## config.mk

```make
export PLATFORM = sky130hd
export DESIGN_NAME = div8_by_4_iter
export DESIGN_NICKNAME = d
export VERILOG_FILES = /design/src/rtl/div_pkg.sv /design/src/rtl/div_step.sv /design/src/rtl/div8_by_4_iter.sv
export SDC_FILE = /design/constraint.sdc
export NUM_CORES = 1
export LEC_CHECK = 0
export ABC_AREA = 1
export CORE_ASPECT_RATIO = 0.8
export CORE_MARGIN = 5
export CORE_UTILIZATION = 43
export DETAILED_ROUTE_END_ITERATION = 12
export DONT_BUFFER_PORTS = 1
export PLACE_DENSITY = 0.54
export SLEW_MARGIN = 20
export SYNTH_ARGS = -nofsm -noshare
export SYNTH_HDL_FRONTEND = slang
export SYNTH_HIERARCHICAL = 1
export SYNTH_SLANG_ARGS = --single-unit
export TNS_END_PERCENT = 10
```

## constraint.sdc

```tcl
create_clock -name clk -period 2.92 [get_ports clk]
set_input_delay 0.584 -clock clk [delete_from_list [all_inputs] [get_ports clk]]
set_output_delay 0.584 -clock clk [all_outputs]
set_load 0.02 [all_outputs]
```

## src/rtl/div_pkg.sv

```systemverilog
// Shared defaults and state encoding for the iterative restoring divider.
package div_pkg;
  localparam int DW_DEF = 8;
  localparam int VW_DEF = 4;

  typedef enum logic [1:0] {IDLE, BUSY, DONE} div_state_e;

  function automatic int cnt_w(input int w);
    return (w > 1) ? $clog2(w) : 1;
  endfunction
endpackage

```

## src/rtl/div_step.sv

```systemverilog
// One restoring-division step: shift in a dividend bit, subtract divisor if it fits.
module div_step #(
  parameter int VW = 4
) (
  input  logic [VW-1:0] rem,
  input  logic          dbit,
  input  logic [VW-1:0] b,
  output logic [VW-1:0] rem_nxt,
  output logic          q_bit
);
  logic [VW:0] trial;
  logic [VW:0] diff;

  assign trial = {rem, dbit};
  assign diff  = trial - {1'b0, b};
  assign q_bit = (trial >= {1'b0, b});
  // rem < b on entry, so trial < 2b and the difference always fits in VW bits
  assign rem_nxt = q_bit ? diff[VW-1:0] : trial[VW-1:0];
endmodule

```

## src/rtl/div8_by_4_iter.sv

```systemverilog
// Iterative unsigned divider: DW-bit dividend by VW-bit divisor, one bit per cycle.
module div8_by_4_iter
  import div_pkg::*;
#(
  parameter int DW = DW_DEF,
  parameter int VW = VW_DEF
) (
  input  logic          clk,
  input  logic          rst_n,
  input  logic          in_valid,
  output logic          in_ready,
  input  logic [DW-1:0] P,
  input  logic [VW-1:0] B,
  output logic          out_valid,
  input  logic          out_ready,
  output logic [DW-1:0] Q,
  output logic [VW-1:0] R,
  output logic          div_by_zero
);
  localparam int CW = cnt_w(DW);

  div_state_e    state, state_nxt;
  logic [DW-1:0] p_sh;
  logic [VW-1:0] b_r;
  logic [VW-1:0] rem_r;
  logic [DW-1:0] q_r;
  logic [CW-1:0] cnt;
  logic          dbz_r;
  logic [VW-1:0] rem_nxt;
  logic          q_bit;
  logic          accept;

  assign in_ready    = (state == IDLE);
  assign out_valid   = (state == DONE);
  assign accept      = in_valid && in_ready;
  assign Q           = q_r;
  assign R           = rem_r;
  assign div_by_zero = dbz_r;

  div_step #(.VW(VW)) u_step (
    .rem     (rem_r),
    .dbit    (p_sh[DW-1]),
    .b       (b_r),
    .rem_nxt (rem_nxt),
    .q_bit   (q_bit)
  );

  always_ff @(posedge clk or negedge rst_n) begin
    if (!rst_n) state <= IDLE;
    else        state <= state_nxt;
  end

  always_comb begin
    state_nxt = state;
    case (state)
      IDLE: if (accept) state_nxt = (B == '0) ? DONE : BUSY;
      BUSY: if (cnt == '0) state_nxt = DONE;
      DONE: if (out_ready) state_nxt = IDLE;
      default: state_nxt = IDLE;
    endcase
  end

  always_ff @(posedge clk or negedge rst_n) begin
    if (!rst_n) begin
      p_sh  <= '0;
      b_r   <= '0;
      rem_r <= '0;
      q_r   <= '0;
      cnt   <= '0;
      dbz_r <= 1'b0;
    end else begin
      case (state)
        IDLE: if (accept) begin
          p_sh <= P;
          b_r  <= B;
          cnt  <= CW'(DW - 1);
          // zero divisor short-circuits straight to a saturated result
          if (B == '0) begin
            q_r   <= '1;
            rem_r <= P[VW-1:0];
            dbz_r <= 1'b1;
          end else begin
            q_r   <= '0;
            rem_r <= '0;
            dbz_r <= 1'b0;
          end
        end
        BUSY: begin
          p_sh  <= {p_sh[DW-2:0], 1'b0};
          rem_r <= rem_nxt;
          q_r   <= {q_r[DW-2:0], q_bit};
          if (cnt != '0) cnt <= cnt - 1'b1;
        end
        default: ;
      endcase
    end
  end
endmodule

```

* Word level (Yosys, flattened, before mapping)
Cells that the tools add are included.
Storage, ports and cells: flip-flop bits (word level) 30, bits in latches 0, RAM bits 0, ROM bits 0, input port bits 16, output and inout port bits 15, logic and storage cells 44, memories kept 0
Cells by class: add/sub/neg operators 2, multiply operators 0, divide/modulo/power cells 0, magnitude comparators 1, equal/unequal tests 6, shift operators 0, multiplexer cells 18, bitwise logic cells 0, reductions and logical operators 10
Operators by type and width (number):
- $pmux 8 s2 | 2
- $mux 8 | 3
- $mux 4 | 3
- $mux 2 | 4
- $pmux 4 s2 | 1
- $mux 3 | 2
- $pmux 2 s3 | 1
- $pmux 3 s2 | 1
- $reduce_and 3->1 | 2
- $ge 5x4->1 | 1
- $logic_not 4->1 | 1
- $ne 2x1->1 const B | 2
- $ne 2x2->1 const B | 2
- $reduce_and 2->1 | 2
- $sub 4x4->4 | 1
- $logic_not 3->1 | 1
- $reduce_bool 3->1 | 1
- $sub 3x1->3 const B | 1
- $eq 2x1->1 const B | 1
- $eq 2x2->1 const B | 1
- $logic_not 2->1 | 1
- $reduce_bool 2->1 | 1
- $logic_and 1x1->1 | 1
- $mux 1 | 1

* Longest topological paths before layout
word-level depth 4, mapped depth 11, mapped depth without buffers 11

* Modules after synthesis
Netlist, hierarchy kept.
Modules (own cells, without submodules):
- div8_by_4_iter | times used 1, cells each 197, area an instance 1498.9 um2, seq. area each 750.7 um2
- div_step | times used 1, cells each 39, area an instance 254.0 um2, seq. area each 0.0 um2

* Worst setup path after synthesis
Ideal clock, no wire load.
kind reg2reg, start point reg rem_r[1] (netlist: R[1]), end point reg q_r[0] (netlist: Q[0]), library setup time 0.114 ns, arrival 1.585 ns, data required time 2.806 ns, path slack 1.221 ns, stages on the path, launching flop included 9, path buffers 0, period minus slack after synthesis 1.699 ns, path through dfrtp_1 > ha_1 > nand2_1 > nor2_4 > nor2_4 > nand2_4 > or2_2 > nand2_1 > nor2_1
On the way: cells in the longest elaborated chain, start to end 2
RTL lines:
- start: declaration | RTL line div8_by_4_iter.sv:25 | logic [VW-1:0] rem_r;
- start signal: assignment | RTL line div8_by_4_iter.sv:80 | rem_r <= P[VW-1:0];
- start signal: assignment | RTL line div8_by_4_iter.sv:90 | rem_r <= rem_nxt;
- $ge 5x4->1 | RTL line div_step.sv:16 | assign q_bit = (trial >= {1'b0, b});
- via q_bit | RTL line div8_by_4_iter.sv:30 | logic q_bit;
- $pmux 8 s2 | RTL line div8_by_4_iter.sv:72 | case (state)
- end signal: assignment | RTL line div8_by_4_iter.sv:91 | q_r <= {q_r[DW-2:0], q_bit};
- end: declaration | RTL line div8_by_4_iter.sv:26 | logic [DW-1:0] q_r;
The timed path passes the listed nets, and every way through them passes these cells. A chain may end at the register's enable or synchronous reset.

* Worst setup path in the final report
Ends and elaborated chain as after synthesis.

==> key figures <==
Run status
  – Status: complete, no violations

Clock network
  – CTS sink cnt: 30
  – Clock latency on the worst-skew pair: 0.28 ns
  – Post-CTS Resized: 0
  – Cts bufs inserted: 5
  – CTS tree: done
  – Worst-case clock buffer depth: 2
  – CTS HTree Levels: 2
  – CTS root buffer: clkbuf_8
  – Worst-path clk slew: 0.06 ns

Global routing
  – Largest net degree at the start of global routing: 31
  – Remaining Overflow, GRT: 0
  – First-pass GRT wire length: 6090 µm
  – Tot GR Track Use: 14.9%
  – Vias in the first global route: 1304
  – Initial antenna violation count: 0

Floorplanning
  – DIE AREA: 0.00546 mm²
  – I/O pins: 31
  – Placement Rows: 20
  – Die Wd: 81.4 µm
  – Core ar.: 0.00388 mm²
  – Initial Utilization: 45.2%
  – Die Y: 67.1 µm

Setup path
  – Reg-to-reg endpoint: Q[0]
  – Worst-path fanout max: 6
  – Worst endpoint required time: 3.10 ns
  – Critical path type: register to register
  – Worst r2r src: R[1]
  – Cells on worst reg2reg path: 8
  – Worst Path Arrival: 1.99 ns
  – R2R Setup Slk: 1.11 ns
  – Crit path capture type: register
  – CP Launch Type: register

Yosys
  – Register area share after synthesis: 42.8%
  – Count of state elements after synthesis: 30
  – Synth top area share: 42.8%
  – Most frequent cell after synthesis: nand2_1
  – EDFF count, synth: 0
  – Synth Net Count: 259
  – Post-synth cell types: 28
  – Top cells by count, synth: 72 x nand2_1, 48 x inv_1, 30 x dfrtp_1, 16 x o21ai_1, 15 x nor2_1
  – Async SR Flop Fraction: 100%
  – Avg Inst Size Synth: 7.43 µm²
  – Post-synthesis compound-gate area fraction: 11.1%
  – Main synth FF type: dfrtp_1
  – Leading area contributor after synthesis: dfrtp_1
  – Synth warn: 6
  – Largest family of logic cells by synthesized area: simple AND/OR/NAND/NOR gates
  – Simple-gate share of the synthesized area: 26.6%
  – Synth Area in Adders: 5.42%
  – Mapped cell area: 0.00175 mm²
  – Top cells by area, synth: dfrtp_1 43%, nand2_1 15%, inv_1 10%, o21ai_1 4.6%, ha_1 4.3%
  – Syn Inst Count: 236
  – Post-Synth XOR/XNOR Area: 0.500%
  – Post-synthesis mux area share: 0%

Timing
  – Clock Skew: 0.00431 ns
  – Unrepaired setup endpoints after global routing: no
  – F_max: 553 MHz
  – Final setup violation count: 0
  – Min Hold Slack: 0.118 ns
  – Worst-margin pin slew: 0.500 ns
  – Setup TNS: 0 ns
  – Crit path time final: 1.81 ns
  – Pins Over Slew Limit: 0
  – Worst rel slew slack: 66.6%
  – Final Cycle Share: 61.9%
  – Hold Fails Final Rpt: 0

Final layout
  – Fin util: 48.6%
  – Layout cells sized above 1: 11.3%
  – Area grow syn2layout: 7.64%
  – Diodes inserted: 0
  – Final nets: 263

Place
  – DP HPWL: 2550 µm
  – PortBufs: 0
  – Gpl congestion: 0.785

Route
  – WL per Instance: 11.9 µm
  – Vias/cell: 4.51
  – Vias: 1331
  – Router iterations before antenna repair: 4
  – Iteration-0 DRC Markers: 34
  – Final antenna-violating net count: 0
  – DRT Wirelength: 3520 µm
  – DR DRC count: 0

Pwr
  – Final Total Pwr: 2.46 mW
  – Pleak: 1.08 nW
  – Cell Pwr Density: 1300 mW/mm²
  – Peak VDD IR: 0.515 mV

Job
  – Max cap viols: 0

Min path
  – Worst min path class: input pin to async pin
## per-layer routing
layer / part of all wire, % / vias to the layer above / routed length, µm / track usage [%]
met2: 38 / 37 / 1340 / 21.3
met3: 8.7 / 5 / 308 / 6.35
met5: 0 / - / 0 / 0
met1: 52 / 574 / 1830 / 19.7
li1: - / 715 / - / -
met4: 1.2 / 0 / 44 / 5.70
## power breakdown
part,total [mW],internal (mW),switching [mW]
sequential,0.890,0.628,0.262
combinational,1.26,0.466,0.792
clock,0.314,0.164,0.150
## state kept, by name, summed over array words and instances (netlist names)
name and cells:
Q 8, p_sh 8, R 4, b_r 4, cnt 3, state 2
div_by_zero 1
## layout by cell type, fill, tap and decap left out, types with 2 or more instances in the layout
| cell | instances |
|---|---|
| nand2_1 | 72 |
| inv_1 | 48 |
| dfrtp_1 | 30 |
| o21ai_1 | 16 |
| nor2_1 | 15 |
| o21ai_0 | 8 |
| nand3_1 | 7 |
| ha_1 | 6 |
| inv_2 | 5 |
| clkbuf_8 | 5 |
| nand2_2 | 4 |
| a21boi_1 | 3 |
| nor2_2 | 2 |
| clkbuf_1 | 2 |
| nand2_4 | 2 |
| nor2_4 | 2 |
## final cells by class
type | count | area (µm²)
Sequential cell | 30 | 751
Multi-Input combinational cell | 148 | 764
Clock buffer | 7 | 76.3
Inverter | 53 | 199
Timing Repair Buffer | 2 | 27.5
Fill cell | 422 | 1990
Tap cell | 55 | 68.8
## stage by stage
stage	worst slack (ns)	std cells	instance area [µm²]
6_report	1.11	295	1890
5_1_grt	0.989	295	1890
4_1_cts	1.09	295	1890
3_5_place_dp	1.11	287	1790
3_3_place_gp	1.13	287	1790
2_1_floorplan	1.22	236	1750
## worst max-delay path: stages, from the launching register on
cell and delay, ns:
dfrtp_1 0.48, ha_1 0.39, nand2_1 0.14, nor2_4 0.05, nor2_4 0.17, nand2_4 0.08, or2_2 0.29, nand2_1 0.07
nor2_1 0.04
## timing repair
item                      in CTS  in global routing
setup buffers                  0                  0
hold buffers                   1                  0
hold endpoints to repair      30                  0
## kinds of logic (layout without fill, tap and decap cells)
| group | Yosys count | after routing |
|---|---|---|
| compound gates | 33 | 33 |
| xor+xnor | 1 | 1 |
| fa+ha+maj | 7 | 7 |
| buf+inv | 58 | 62 |
| flops | 30 | 30 |
| simple gates | 107 | 107 |
## worst max-delay path by stage
stage | depth (start not counted) | from | to | slack [ns]
finish | 8 | R[1] | Q[0] | 1.11
CTS | 8 | R[1] | Q[0] | 1.09
global route | 9 | R[1] | R[1] | 0.99
floorplan | 8 | R[1] | Q[0] | 1.22
global placement | 8 | R[1] | Q[0] | 1.13
detailed placement | 8 | R[1] | Q[0] | 1.11
No activity file was read; power rests on OpenSTA's default activity.
